**src/rtl/setting_vga_scan.sv**
```systemverilog
// VGA scan generator for the setting screen: pixel-tick timing, memory addressing
// (one memory pixel per 4x4 screen block) and a two-stage address/colour pipeline.
module setting_vga_scan #(
   parameter int H_ACTIVE    = 640,
   parameter int H_FP        = 16,
   parameter int H_SYNC      = 96,
   parameter int H_BP        = 48,
   parameter int V_ACTIVE    = 480,
   parameter int V_FP        = 10,
   parameter int V_SYNC      = 2,
   parameter int V_BP        = 33,
   parameter int PIX_DIV     = 4,
   parameter int SCALE_SHIFT = 2,
   parameter int RAM_LAT     = 1
) (
   input  logic        clk,
   input  logic        rst,
   input  logic [15:0] ram_data,
   output logic [7:0]  ram_addr_x,
   output logic [7:0]  ram_addr_y,
   output logic        hsync,
   output logic        vsync,
   output logic [3:0]  vga_r,
   output logic [3:0]  vga_g,
   output logic [3:0]  vga_b,
   output logic        active,
   output logic        frame_start
);

   localparam int H_TOTAL = H_ACTIVE + H_FP + H_SYNC + H_BP;
   localparam int V_TOTAL = V_ACTIVE + V_FP + V_SYNC + V_BP;
   localparam int HW      = $clog2(H_TOTAL);
   localparam int VW      = $clog2(V_TOTAL);
   localparam int DW      = (PIX_DIV > 1) ? $clog2(PIX_DIV) : 1;

   localparam logic [HW-1:0] H_LAST     = HW'(H_TOTAL - 1);
   localparam logic [VW-1:0] V_LAST     = VW'(V_TOTAL - 1);
   localparam logic [HW-1:0] H_VIS      = HW'(H_ACTIVE);
   localparam logic [VW-1:0] V_VIS      = VW'(V_ACTIVE);
   localparam logic [HW-1:0] HS_FIRST   = HW'(H_ACTIVE + H_FP);
   localparam logic [HW-1:0] HS_LAST    = HW'(H_ACTIVE + H_FP + H_SYNC - 1);
   localparam logic [VW-1:0] VS_FIRST   = VW'(V_ACTIVE + V_FP);
   localparam logic [VW-1:0] VS_LAST    = VW'(V_ACTIVE + V_FP + V_SYNC - 1);
   localparam logic [DW-1:0] DIV_LAST   = DW'(PIX_DIV - 1);

   logic [DW-1:0] div_cnt;
   logic [HW-1:0] h_cnt;
   logic [VW-1:0] v_cnt;
   logic          tick;
   logic          vis_c;
   logic          hs_c;
   logic          vs_c;
   logic          first_c;
   logic [7:0]    addr_x_c;
   logic [7:0]    addr_y_c;

   // Stage A: attributes of the pixel whose address is currently on ram_addr_*
   logic          hs_a;
   logic          vs_a;
   logic          act_a;
   logic          first_a;

   logic          unused_ram_hi;
   assign unused_ram_hi = ^ram_data[15:12];

   // Stage B reads ram_data one full pixel period after the address moved,
   // so any RAM_LAT below PIX_DIV is covered without extra delay stages.
   always_comb begin
      tick     = (div_cnt == DIV_LAST);
      vis_c    = (h_cnt < H_VIS) && (v_cnt < V_VIS);
      hs_c     = !((h_cnt >= HS_FIRST) && (h_cnt <= HS_LAST));
      vs_c     = !((v_cnt >= VS_FIRST) && (v_cnt <= VS_LAST));
      first_c  = (h_cnt == '0) && (v_cnt == '0);
      addr_x_c = 8'd0;
      addr_y_c = 8'd0;
      if (vis_c) begin
         addr_x_c = 8'(h_cnt >> SCALE_SHIFT);
         addr_y_c = 8'(v_cnt >> SCALE_SHIFT);
      end
   end

   always_ff @(posedge clk) begin
      if (!rst) begin
         div_cnt <= '0;
         h_cnt   <= '0;
         v_cnt   <= '0;
      end else if (tick) begin
         div_cnt <= '0;
         if (h_cnt == H_LAST) begin
            h_cnt <= '0;
            v_cnt <= (v_cnt == V_LAST) ? '0 : v_cnt + 1'b1;
         end else begin
            h_cnt <= h_cnt + 1'b1;
         end
      end else begin
         div_cnt <= div_cnt + 1'b1;
      end
   end

   always_ff @(posedge clk) begin
      if (!rst) begin
         ram_addr_x <= 8'd0;
         ram_addr_y <= 8'd0;
         hs_a       <= 1'b1;
         vs_a       <= 1'b1;
         act_a      <= 1'b0;
         first_a    <= 1'b0;
      end else if (tick) begin
         ram_addr_x <= addr_x_c;
         ram_addr_y <= addr_y_c;
         hs_a       <= hs_c;
         vs_a       <= vs_c;
         act_a      <= vis_c;
         first_a    <= first_c;
      end
   end

   always_ff @(posedge clk) begin
      if (!rst) begin
         hsync       <= 1'b1;
         vsync       <= 1'b1;
         active      <= 1'b0;
         vga_r       <= 4'd0;
         vga_g       <= 4'd0;
         vga_b       <= 4'd0;
         frame_start <= 1'b0;
      end else begin
         frame_start <= 1'b0;
         if (tick) begin
            hsync       <= hs_a;
            vsync       <= vs_a;
            active      <= act_a;
            vga_r       <= act_a ? ram_data[11:8] : 4'd0;
            vga_g       <= act_a ? ram_data[7:4]  : 4'd0;
            vga_b       <= act_a ? ram_data[3:0]  : 4'd0;
            frame_start <= first_a;
         end
      end
   end

endmodule
```
**config.mk**
```make
export PLATFORM = sky130hd
export DESIGN_NAME = setting_vga_scan
export DESIGN_NICKNAME = d
export VERILOG_FILES = /design/src/rtl/setting_vga_scan.sv
export SDC_FILE = /design/constraint.sdc
export NUM_CORES = 1
export LEC_CHECK = 0
export BUFFER_PORTS_ARGS = -buffer_cell sky130_fd_sc_hd__buf_2
export CORE_MARGIN = 2
export CORE_UTILIZATION = 45
export CTS_BUF_LIST = sky130_fd_sc_hd__clkbuf_8 sky130_fd_sc_hd__clkbuf_16
export DETAILED_ROUTE_END_ITERATION = 8
export PLACE_DENSITY = 0.79
export SYNTH_ARGS = -nofsm -noshare
export SYNTH_HDL_FRONTEND = slang
export SYNTH_SLANG_ARGS = --single-unit
export TNS_END_PERCENT = 5
```
**constraint.sdc**
```tcl
create_clock -name clk -period 5.1 [get_ports clk]
set_input_delay 0.255 -clock clk [delete_from_list [all_inputs] [get_ports clk]]
set_output_delay 0.255 -clock clk [all_outputs]
set_load 0.01 [all_outputs]
```
# [Yosys cells after proc, flatten, opt, wreduce, memory -nomap -nowiden]
# Index checks and enable logic that the tools add are counted.
# Widths: inputs -> output; s select.
[classes] n_mul=0 eq_ne=3 add_sub_neg=3 div_mod_pow=0 order_cmp=6 n_shift=0 mux=7 n_reduce_logical=11 n_bitwise=1
[ops] operator="$add 10x1->10 const B" count=2
[ops] operator="$eq 10x10->1 const B" count=2
[ops] operator="$logic_not 10->1" count=2
[ops] operator="$mux 10" count=2
[ops] operator="$mux 8" count=2
[ops] operator="$mux 4" count=3
[ops] operator="$ge 10x10->1 const B" count=1
[ops] operator="$ge 10x9->1 const B" count=1
[ops] operator="$le 10x10->1 const B" count=1
[ops] operator="$le 10x9->1 const B" count=1
[ops] operator="$lt 10x10->1 const B" count=1
[ops] operator="$lt 10x9->1 const B" count=1
[ops] operator="$logic_and 1x1->1" count=4
[ops] operator="$reduce_and 2->1" count=2
[ops] operator="$add 2x1->2 const B" count=1
[ops] operator="$eq 2x2->1 const B" count=1
[ops] operator="$logic_not 1->1" count=2
[ops] operator="$reduce_or 2->1" count=1
[ops] operator="$not 1->1" count=1
[word_totals] ram_bits=0 latch_bits=0 memories=0 elab_cells=47 romBits=0 inputBits=18 out_inout_bits=32 register_bits=58

# [Depth between registers and ports, before layout]
# Gate-level depths: netlist (run 1).
[depth] depth_word=3 ltp_mapped=6 ltp_nobuf=6

# [Worst setup path after synthesis (run 1)]
# No wires, ideal clock.
[synth_timing] path_kind="flip-flop to flip-flop" from="reg h_cnt[0]" to="reg v_cnt[7]" setup_slack_ns=3.358 stages_incl_launch_ff=6 setup_ns=0.072 n_path_buf=0 arrival_time_ns=1.670 path_cell_list="dfxtp_1 ha_1 nand4_2 or4_4 or3_1 a21oi_1"
[synth_via] elab_chain_cells=2
[synth_lines] element="start, declared" line_no="47" rtl="logic [HW-1:0] h_cnt;"
[synth_lines] element="start signal, assigned" line_no="93" rtl="h_cnt <= h_cnt + 1'b1;"
[synth_lines] element="$eq 10x10->1" line_no="89" rtl="if (h_cnt == H_LAST) begin"
[synth_lines] element="$reduce_and 2->1 (no source line)"
[synth_lines] element="end signal, assigned" line_no="91" rtl="v_cnt <= (v_cnt == V_LAST) ? '0 : v_cnt + 1'b1;"
[synth_lines] element="end, declared" line_no="48" rtl="logic [VW-1:0] v_cnt;"
# No other way between the ends.
# A chain may end at the register's enable or synchronous reset.

# [Final worst setup path (run 1)]
[layout_timing] from="reg div_cnt[0]" to="reg v_cnt[9]"
[layout_via] elab_chain_cells=2
[layout_lines] element="start, declared" line_no="46" rtl="logic [DW-1:0] div_cnt;"
[layout_lines] element="start signal, assigned" line_no="96" rtl="div_cnt <= div_cnt + 1'b1;"
[layout_lines] element="$eq 2x2->1" line_no="69" rtl="tick = (div_cnt == DIV_LAST);"
[layout_lines] element="$reduce_and 2->1 (no source line)"
# No other way between the ends.

==> summary.md, run 1 <==
| Metric | Value |
|---|---|
| Top-area cell type share of the netlist area | 0.509 |
| Total of flip-flops plus latches after synthesis | 58 |
| Mux cell area share after synthesis | 0.0181 |
| DRC Markers | 0 |
| Reg power frac | 0.514 |
| Portion of total power attributed to combinational logic | 0.033 |
| Via count | 1810 |
| Initial antenna violation count | 0 |
| Number of synthesized flops with an enable pin | 0 |
| Final worst path period share | 0.434 |
| Top cells by area in the synthesized netlist | dfxtp_1 51%, a22o_1 10%, ha_1 2.7% |
| Final sum of negative setup slack | 0 ns |
| Final non-filler cell area | 0.00273 mm^2 |
| Ratio of cells with drive above 1 in the final layout | 0.261 |
| Number of max-slew violations in the final report | 0 |
| Clock-pin transition on the worst setup and hold timing paths | 0.07 ns |
| Depth of the CTS H-tree | 3 |
| Most area-hungry cell type in the Yosys netlist | dfxtp_1 |
| Max Fclk | 451 MHz |
| Final setup violating endpoints | 0 |
| Worst Setup End Kind | flip-flop |
| Chain of cells forming the critical path | ha_1 > nand4_2 > or4_4 > or3_1 > a21oi_1 |
| Relative slew slack | 0.634 |
| Total Routed Length | 4600 um |
| Maximum buffer depth of the clock tree | 2 |
| Number of global-route vias before repair | 1741 |
| Number of nets produced by synthesis | 248 |
| Data required time at the worst endpoint | 5.36 ns |
| CTS Buf Count | 9 |
| YS warnings | 0 |
| Class of the tightest hold or removal check | in -> reg |
| Main combinational cell family by area after synthesis | simple AND/OR/NAND/NOR gates |
| Io pins | 50 |
| Critical path type | reg -> reg |
| First drt pass iteration count | 4 |
| Most common cell in the synthesized netlist | dfxtp_1 |
| Root Driver | clkbuf_8 |
| Arr. time, crit path | 2.48 ns |
| Worst hold slack | 0.129 ns |
| Cell with the biggest individual delay on the critical path | or4_4 |
| Post-Synthesis Mean Instance Area | 10.1 um^2 |
| Synth Area in XOR/XNOR | 0.0499 |
| DPL Wire Length | 3190 um |
| Count of cell types in the netlist | 44 |
| Signed area change from the synthesized netlist to the final layout | 19.7% |
| Top cell types by occurrence after synthesis | 58 x dfxtp_1, 26 x a22o_1, 13 x nor2_1 |
| Fraction of the mapped netlist area in simple logic gates | 0.208 |
| Switching Fraction | 0.226 |
| Die span in y | 75.2 um |
| Post-cts hold buffer count | 0 |
| All-Layer GR Usage | 0.179 |
| Total of buffers placed on input and output ports | 45 |
| Clock sink total | 58 |
| Antenna-violating nets left | 0 |
| Total number of placement rows | 25 |
| Largest net degree at the start of global routing | 30 |
| Internal power contribution | 692 uW |
| Async SR Flop Fraction | 0 |
| Sequential cell area fraction in the yosys report | 0.509 |
| Initial standard-cell utilization of the core | 0.474 |
| Wire length of the first global-routing pass | 7560 um |
| Hold Fails Final Rpt | 0 |
| Core Area | 0.00482 mm^2 |
| Most used flip-flop cell after synthesis | dfxtp_1 |
| TritonCTS clock tree | built |
| Grt total ovfl | 0 |
| Share of the synthesized area in compound gates (AO/OA/AOI/OAI) | 0.149 |
| Setup Fix Bufs, Post-CTS | 0 |
| Post-layout nets | 290 |
| Power density normalized to cell area | 327 mW/mm^2 |
| Setup repair after global routing missed its margin | no |
| Power share of the clock group | 0.453 |
| Leakage Power | 0.00118 uW |
| PnR Total Power | 894 uW |
| Clock Skew | 0.00862 ns |
| Count of cells resized by post-cts repair | 0 |
| Adder-cell share of the synthesized area | 0.0274 |
| VDD IR max | 0.167 mV |
| Total net switching power | 202 uW |
| Width of the die | 75.2 um |
| Cell area after placement | 0.00254 mm^2 |
| Later-pin clock latency in the skew report | 0.34 ns |
| Worst stage delay on the critical path | 0.63 ns |
| Total standard cell area after synthesis | 0.00228 mm^2 |
| Via-per-instance ratio | 5.34 |
| Wire length per cell | 13.6 um |
| Crit start category | flip-flop |
| Peak fanout along the critical path | 13 |
| Status | finished clean |
| Antenna diode count | 0 |
| Least-Margin Pin Slew | 0.545 ns |
| Synth Instances | 225 |
| Final std cells w/o fill | 339 |
| Total placed cells including tap cells | 323 |
| Overall die area | 0.00565 mm^2 |
| Max capacitance violation total | 0 |
| Min Clock Period, post-route | 2.22 ns |
| Placer's final routability congestion estimate | 0.778 |
| Detailed Route Iter0 Violations | 79 |
state kept, by name, summed over array words and instances, names as in the netlist, 2 cells and up:
| signal | count |
|---|---|
| vga_g | 4 |
| ram_addr_y | 8 |
| vga_r | 4 |
| v_cnt | 10 |
| vga_b | 4 |
| h_cnt | 10 |
| div_cnt | 2 |
| ram_addr_x | 8 |
cell usage in the layout (no fill, tap or decap), types with 2 or more instances in the layout:
master / netlist / layout
clkinv_4: 0 / 2
inv_1: 5 / 5
a21oi_1: 3 / 3
clkbuf_8: 0 / 9
and4_1: 3 / 3
nor2b_1: 3 / 2
and2_1: 5 / 5
or3_1: 4 / 4
a21o_1: 2 / 2
xor2_1: 7 / 7
nor4_1: 4 / 4
and3_1: 4 / 4
ha_1: 5 / 5
nand3_1: 11 / 11
nand2b_1: 3 / 3
nor2_1: 13 / 13
buf_2: 5 / 45
buf_4: 1 / 2
and4_2: 2 / 2
mux2i_1: 3 / 3
nand4_1: 5 / 5
a22o_1: 26 / 26
nand2_1: 12 / 12
dfxtp_1: 58 / 58
clkinv_2: 0 / 3
o21ai_0: 7 / 7
xnor2_1: 6 / 6
area by class of cell:
class	instances	area (um^2)
clock buffer	9	124
clock inverter	7	70.1
fill	454	2090
inverter	5	18.8
multi-input combinational	146	1030
sequential	58	1160
tap	67	83.8
timing repair buffer	47	240
logic make-up after synthesis:
| family | count (synthesis) |
|---|---|
| flip-flops | 58 |
| AO/OA/AOI/OAI | 44 |
| multiplexers | 4 |
| buffers and inverters | 21 |
| adder cells (fa/ha/maj) | 5 |
| AND/OR/NAND/NOR | 80 |
| XOR/XNOR | 13 |
worst max-delay path, delay by kind of cell, from the launching register on:
kind                     cells  cell delay (ns)
AO/OA/AOI/OAI                1             0.14
AND/OR/NAND/NOR              3             1.18
adder cells (fa/ha/maj)      1             0.50
flip-flops                   1             0.33
worst paths after layout:
path                                  start         end  slack [ns]  cells after the start
worst max-delay path             div_cnt[0]    v_cnt[9]        2.88                      5
worst min-delay path            ram_data[8]    vga_r[0]        0.13                      2
worst max register to register   div_cnt[0]    v_cnt[9]        2.88                      5
worst min register to register   div_cnt[0]  div_cnt[0]        0.43                      1
layer usage:
layer  wire [um]  part of all wire  track usage  up-vias
met3         301             0.065       0.0723       11
met4         101             0.022       0.0741        0
met2        1970              0.43        0.296       55
li1            -                 -            -      900
met5           0                 0            0        -
met1        2230              0.48        0.207      844
through the flow:
step	util	setup slack (ns)
after CTS	0.567	2.87
after global routing	0.567	2.73
after floorplan	-	3.36
after global placement	0.527	2.94
final	0.567	2.88
after detailed placement	0.527	2.88
power groups by stage:
| stage | Combinational, uW | Sequential (uW) | Clock, uW |
|---|---|---|---|
| after floorplan | 18.3 | 469 | 0 |
| after global placement | 29.0 | 469 | 0 |
| after detailed placement | 29.8 | 470 | 0 |
| after CTS | 30.0 | 459 | 415 |
| after global routing | 33.6 | 459 | 436 |
| final | 29.6 | 459 | 405 |
Power figures use the tool's default switching activity.
==> run 2, diff against run 1 <==
PLACE_DENSITY = 0.82   (was 0.79)
clock period = 1.9 ns   (was 5.1 ns; I/O delays follow)
==> run 2 against run 1 <==
Via count up 7.1%; maximum frequency up 23%; clock power up 140%; global-route usage up 2.4 points; final cell count up 8.0%; worst hold slack worse by 0.055 ns; highest routed layer unchanged; combinational power rose to 3.6 times the previous value; setup slack worse by 2.8 ns; count of clock-buffer cells in the layout up 1; non-clock buffer count up 27; critical path type unchanged.
==> summary.md, run 2 (synthesis gave the netlist of run 1 again) <==
| Metric | Value |
|---|---|
| Total number of placement rows | 25 (unchanged) |
| Number of max-slew violations in the final report | 0 (unchanged) |
| Crit start category | flip-flop (unchanged) |
| Leakage Power | 0.00130 uW (was 0.00118 uW) |
| Worst hold slack | 0.0739 ns (was 0.129 ns) |
| Later-pin clock latency in the skew report | 0.34 ns (about the same) |
| Initial standard-cell utilization of the core | 0.474 (unchanged) |
| Post-layout util | 0.614 (was 0.567) |
| Cell area after placement | 0.00265 mm^2 (was 0.00254 mm^2) |
| Critical path type | reg -> reg (unchanged) |
| Total of buffers placed on input and output ports | 45 (unchanged) |
| Registers with the most flip-flops | h_cnt: 10 flops, v_cnt: 10 flops (unchanged) |
| Total Routed Length | 5450 um (was 4600 um) |
| Setup repair after global routing missed its margin | no (unchanged) |
| VDD IR max | 0.328 mV (was 0.167 mV) |
| Wire length of the first global-routing pass | 8360 um (was 7560 um) |
| Final sum of negative setup slack | 0 ns (unchanged) |
| Worst Setup End Kind | flip-flop (unchanged) |
| Overall die area | 0.00565 mm^2 (unchanged) |
| Number of global-route vias before repair | 1844 (was 1741) |
| First drt pass iteration count | 5 (was 4) |
| Peak fanout along the critical path | 5 (was 13) |
| Reg power frac | 0.533 (was 0.514) |
| Max capacitance violation total | 0 (unchanged) |
| Count of buffering cells on the critical path with inverters included | 0 (unchanged) |
| DRC Markers | 0 (unchanged) |
| Detailed Route Iter0 Violations | 114 (was 79) |
| Via count | 1938 (was 1810) |
| Most frequent cells in the layout | 56 x dfxtp_1, 45 x buf_2, 26 x a22o_1, 17 x buf_4, 13 x nor2_1 (was 58 x dfxtp_1, 45 x buf_2, 26 x a22o_1, 13 x nor2_1, 12 x nand2_1) |
| Max Fclk | 556 MHz (was 451 MHz) |
| Root Driver | clkbuf_8 (unchanged) |
| Clock sink total | 58 (unchanged) |
| Initial antenna violation count | 0 (unchanged) |
| Signed area change from the synthesized netlist to the final layout | 29.6% (was 19.7%) |
| Power density normalized to cell area | 784 mW/mm^2 (was 327 mW/mm^2) |
| Power share of the clock group | 0.422 (was 0.453) |
| Die span in y | 75.2 um (unchanged) |
| All-Layer GR Usage | 0.203 (was 0.179) |
| Via-per-instance ratio | 5.30 (was 5.34) |
| Relative slew slack | 0.716 (was 0.634) |
| Depth of the CTS H-tree | 3 (unchanged) |
| CTS Buf Count | 9 (unchanged) |
| Post-layout nets | 317 (was 290) |
| Total net switching power | 544 uW (was 202 uW) |
| Least-Margin Pin Slew | 0.425 ns (was 0.545 ns) |
| Most common cell after layout, fill and taps aside | dfxtp_1 (unchanged) |
| Antenna diode count | 0 (unchanged) |
| Final non-filler cell area | 0.00296 mm^2 (was 0.00273 mm^2) |
| Internal power contribution | 1770 uW (was 692 uW) |
| Placer's final routability congestion estimate | 0.968 (was 0.778) |
| Chain of cells forming the critical path | ha_4 > nand4_2 > or4_4 > or3_1 > a21oi_1 (was ha_1 > nand4_2 > or4_4 > or3_1 > a21oi_1) |
| Setup Fix Bufs, Post-CTS | 0 (unchanged) |
| Class of the tightest hold or removal check | in -> reg (unchanged) |
| Width of the die | 75.2 um (unchanged) |
| Final worst path period share | 0.947 (was 0.434) |
| Core Area | 0.00482 mm^2 (unchanged) |
| Maximum buffer depth of the clock tree | 2 (unchanged) |
| Grt total ovfl | 0 (unchanged) |
| Ratio of cells with drive above 1 in the final layout | 0.294 (was 0.261) |
| TritonCTS clock tree | built (unchanged) |
| Cell with the biggest individual delay on the critical path | or4_4 (unchanged) |
| Min Clock Period, post-route | 1.80 ns (was 2.22 ns) |
| Wire length per cell | 14.9 um (was 13.6 um) |
| Switching Fraction | 0.235 (was 0.226) |
| Status | finished clean (unchanged) |
| Largest net degree at the start of global routing | 26 (was 30) |
| Clock Skew | 0.00701 ns (was 0.00862 ns) |
| Final setup violating endpoints | 0 (unchanged) |
| Data required time at the worst endpoint | 2.17 ns (was 5.36 ns) |
| Total placed cells including tap cells | 338 (was 323) |
| Hold Fails Final Rpt | 0 (unchanged) |
| Arr. time, crit path | 2.07 ns (was 2.48 ns) |
| Final std cells w/o fill | 366 (was 339) |
| Worst stage delay on the critical path | 0.60 ns (was 0.63 ns) |
| Antenna-violating nets left | 0 (unchanged) |
| Io pins | 50 (unchanged) |
| Kind of cell adding the most delay to the critical path | simple AND/OR/NAND/NOR gates (unchanged) |
| DPL Wire Length | 3520 um (was 3190 um) |
| Clock-pin transition on the worst setup and hold timing paths | 0.07 ns (about the same) |
| Portion of total power attributed to combinational logic | 0.046 (was 0.033) |
==> run 2: changes by cell type in the layout (fill, tap and decap cells not counted), sizes merged <==
cell	previous run	this run
inv	5	6
dlygate4sd3	0	12
buf	47	62
clkinvlp	1	2
bufinv	1	0
clkinv	5	3
clkbuf	9	10
==> run 2: final cells by class <==
type	count	area (um^2)
sequential	58	1160
clock buffer	10	138
clock inverter	6	33.8
tap	67	83.8
timing repair buffer	74	473
inverter	5	18.8
multi-input combinational	146	1050
fill	430	1860
==> run 2: power groups by stage <==
stage | Combinational, uW | Sequential (uW) | Clock, uW
4_1_cts | 104 | 1230 | 995
6_report | 106 | 1230 | 977
2_1_floorplan | 49.0 | 1260 | 0
3_5_place_dp | 84.1 | 1260 | 0
3_3_place_gp | 81.8 | 1260 | 0
5_1_grt | 116 | 1230 | 1050
==> run 2: per-layer routing <==
| layer | up-vias | GRT usage | wire, um | part of all wire |
|---|---|---|---|---|
| met2 | 77 | 0.328 | 2520 | 0.46 |
| met4 | 0 | 0.101 | 171 | 0.031 |
| met1 | 894 | 0.235 | 2410 | 0.44 |
| met3 | 16 | 0.0790 | 345 | 0.063 |
| met5 | - | 0 | 0 | 0 |
| li1 | 951 | - | - | - |
==> run 2: final timing paths <==
check | start | end | slack [ns] | depth (start not counted)
setup / recovery | h_cnt[1] | v_cnt[7] | 0.10 | 5
hold / removal | rst | vsync | 0.07 | 2
setup reg to reg | h_cnt[1] | v_cnt[7] | 0.10 | 5
hold reg to reg | div_cnt[0] | div_cnt[0] | 0.44 | 1
==> run 2: per-stage QoR <==
| step | total power (uW) | setup WS (ns) |
|---|---|---|
| final | 2320 | 0.101 |
| after global routing | 2410 | 0.000316 |
| after CTS | 2330 | 0.0287 |
| after detailed placement | 1340 | 0.0566 |
| after global placement | 1340 | 0.124 |
| after floorplan | 1310 | 0.158 |
==> run 2: timing repair <==
action | 4_1_cts | 5_1_grt
endpoints found under the hold margin | 12 | 0
setup endpoints to repair | 0 | 2
hold buffers | 12 | 0
gates resized for setup | 0 | 4
==> run 3, diff against run 2 <==
--- a/config.mk
+++ b/config.mk
@@ -13,2 +13,3 @@
 export PLACE_DENSITY = 0.82
+export REMOVE_ABC_BUFFERS = 1
 export SYNTH_ARGS = -nofsm -noshare
--- a/constraint.sdc
+++ b/constraint.sdc
@@ -3,2 +3,2 @@
 set_output_delay 0.095 -clock clk [all_outputs]
-set_load 0.01 [all_outputs]
+set_load 0.05 [all_outputs]
==> run 3 against run 2 <==
Via count shrank 0.26%; combinational power increased by 8%; setup slack worse by 0.023 ns; final cell count down 0.55%; critical path type unchanged; sequential power is essentially flat.
==> summary.md, run 3 (synthesis gave the netlist of run 1 again) <==
| Metric | Value |
|---|---|
| Status | finished clean (unchanged) |
| Relative slew slack | 0.666 (was 0.716) |
| Core Area | 0.00482 mm^2 (unchanged) |
| Count of buffering cells on the critical path with inverters included | 0 (unchanged) |
| All-Layer GR Usage | 0.201 (was 0.203) |
| Ratio of cells with drive above 1 in the final layout | 0.286 (was 0.294) |
| WL met3 | 294 um (was 345 um) |
| Post-layout nets | 315 (was 317) |
| Met2 routed wirelength | 2670 um (was 2520 um) |
| Setup Fix Bufs, Post-CTS | 0 (unchanged) |
| Overall die area | 0.00565 mm^2 (unchanged) |
| Met1 layer wirelength in the final routing | 2330 um (was 2410 um) |
| Data required time at the worst endpoint | 2.17 ns (about the same) |
| Wire length per cell | 14.9 um (about the same) |
| Count of cells along the worst register-to-register path | 5 (unchanged) |
| Total of buffers placed on input and output ports | 45 (unchanged) |
| Class of the tightest hold or removal check | in -> reg (unchanged) |
| Signed area change from the synthesized netlist to the final layout | 31.5% (was 29.6%) |
| Wire length of the first global-routing pass | 8310 um (was 8360 um) |
| Depth of the CTS H-tree | 3 (unchanged) |
| Total Routed Length | 5430 um (was 5450 um) |
| Least-Margin Pin Slew | 0.501 ns (was 0.425 ns) |
| Antenna-violating nets left | 0 (unchanged) |
| Max capacitance violation total | 0 (unchanged) |
| DPL Wire Length | 3430 um (was 3520 um) |
| Largest net degree at the start of global routing | 30 (was 26) |
| Hold Fails Final Rpt | 0 (unchanged) |
| Critical path type | reg -> reg (unchanged) |
| First drt pass iteration count | 4 (was 5) |
| Most common cell after layout, fill and taps aside | dfxtp_1 (unchanged) |
| Worst Hold Endpoint | vsync (unchanged) |
| Grt total ovfl | 0 (unchanged) |
| Via count | 1933 (was 1938) |
| Total number of placement rows | 25 (unchanged) |
| Die span in y | 75.2 um (unchanged) |
| Clock-pin transition on the worst setup and hold timing paths | 0.07 ns (about the same) |
| Min Clock Period, post-route | 1.82 ns (was 1.80 ns) |
| Top layer reached by signal wires | met4 (unchanged) |
| Initial standard-cell utilization of the core | 0.474 (unchanged) |
| Cell with the biggest individual delay on the critical path | or4_4 (unchanged) |
| Crit start category | flip-flop (unchanged) |
| Number of global-route vias before repair | 1867 (was 1844) |
| Worst stage delay on the critical path | 0.60 ns (about the same) |
| Worst reg2reg startpoint | h_cnt[1] (unchanged) |
| Placer's final routability congestion estimate | 0.842 (was 0.968) |
| Final worst path period share | 0.959 (was 0.947) |
| Leakage Power | 0.00132 uW (was 0.00130 uW) |
| VDD IR max | 0.391 mV (was 0.328 mV) |
| Antenna diode count | 0 (unchanged) |
| Power density normalized to cell area | 875 mW/mm^2 (was 784 mW/mm^2) |
| Register-to-register setup slack | 0.08 ns (was 0.10 ns) |
| Logic depth of the worst path, buffers included | 5 (unchanged) |
| CTS Buf Count | 9 (unchanged) |
| Registers with the most flip-flops | h_cnt: 10 flops, v_cnt: 10 flops (unchanged) |
| Peak fanout along the critical path | 5 (unchanged) |
| Clock sink total | 58 (unchanged) |
| Root Driver | clkbuf_8 (unchanged) |
| Max Fclk | 549 MHz (was 556 MHz) |
| Clock Skew | 0.00661 ns (was 0.00701 ns) |
| Worst hold path stage count | 2 (unchanged) |
| Launch point of the worst hold path | rst (unchanged) |
| Worst Setup End Kind | flip-flop (unchanged) |
| Detailed Route Iter0 Violations | 79 (was 114) |
| Later-pin clock latency in the skew report | 0.34 ns (about the same) |
| Number of max-slew violations in the final report | 0 (unchanged) |
| DRC Markers | 0 (unchanged) |
| Chain of cells forming the critical path | ha_2 > nand4_2 > or4_4 > or3_1 > a21oi_1 (was ha_4 > nand4_2 > or4_4 > or3_1 > a21oi_1) |
| Initial antenna violation count | 0 (unchanged) |
| PnR Total Power | 2620 uW (was 2320 uW) |
| Final sum of negative setup slack | 0 ns (unchanged) |
| Reg-to-Reg End | v_cnt[9] (was v_cnt[7]) |
| Via-per-instance ratio | 5.31 (was 5.30) |
| Maximum buffer depth of the clock tree | 2 (unchanged) |
| Final setup violating endpoints | 0 (unchanged) |
| Kind of cell adding the most delay to the critical path | simple AND/OR/NAND/NOR gates (unchanged) |
| Setup repair after global routing missed its margin | no (unchanged) |
| Width of the die | 75.2 um (unchanged) |
| Io pins | 50 (unchanged) |
| Most frequent cells in the layout | 57 x dfxtp_1, 45 x buf_2, 26 x a22o_1, 14 x buf_4, 13 x nor2_1 (was 56 x dfxtp_1, 45 x buf_2, 26 x a22o_1, 17 x buf_4, 13 x nor2_1) |
| TritonCTS clock tree | built (unchanged) |
| Arr. time, crit path | 2.10 ns (was 2.07 ns) |
[run 3: changes by cell type in the layout (fill, tap and decap cells not counted), sizes merged]
cell / change
clkinvlp: -2
clkbuf: +1
buf: -2
bufinv: +2
clkinv: -1
[run 3: what timing repair did]
action                                 in CTS  in global routing
setup endpoints to repair                   0                  1
gates resized for setup                     0                  2
endpoints found under the hold margin      12                  0
hold buffers                               12                  0
[run 3: worst max-delay path by stage]
| stage | to | from | slack, ns |
|---|---|---|---|
| after detailed placement | v_cnt[7] | h_cnt[0] | 0.08 |
| after CTS | v_cnt[7] | h_cnt[0] | 0.07 |
| after global placement | v_cnt[9] | h_cnt[0] | 0.13 |
| final | v_cnt[9] | h_cnt[1] | 0.08 |
| after floorplan | h_cnt[0] | div_cnt[0] | -0.20 |
| after global routing | v_cnt[9] | h_cnt[1] | 0.003 |
[run 3: through the flow]
step	std cells	area [um^2]	hold WS, ns	setup slack [ns]	util
2_1_floorplan	209	2210	0.157	-0.196	-
3_3_place_gp	336	2650	0.304	0.127	0.550
3_5_place_dp	336	2650	0.312	0.0829	0.550
4_1_cts	364	3000	0.0731	0.0655	0.622
5_1_grt	364	3000	0.112	0.00279	0.623
6_report	364	3000	0.0811	0.0781	0.623
[run 3: layer usage]
layer  up-vias  GRT usage
met3        14     0.0455
met5         -          0
met4         0      0.119
met1       904      0.223
li1        954          -
met2        61      0.351
[run 3: worst reg2reg max path: stages (launching register included)]
cell and delay, ns:
dfxtp_1 0.35, ha_2 0.22, nand4_2 0.13, or4_4 0.60
or3_1 0.33, a21oi_1 0.14
[run 3: cell type report]
class | instances | area [um^2]
fillers | 379 | 1820
flip-flops and latches | 58 | 1160
multi-input cells | 146 | 1040
repair buffers | 72 | 470
clock buffers | 11 | 151
well taps | 67 | 83.8
clock inverters | 5 | 77.6
inverters | 5 | 18.8
[run 3: where the power goes]
part	switching, uW	internal [uW]	leakage (uW)	total, uW
registers	5.42	1230	0.000468	1230
clock network	473	805	0.000121	1280
logic	62.0	52.2	0.000734	114
total	540	2080	0.00132	2620
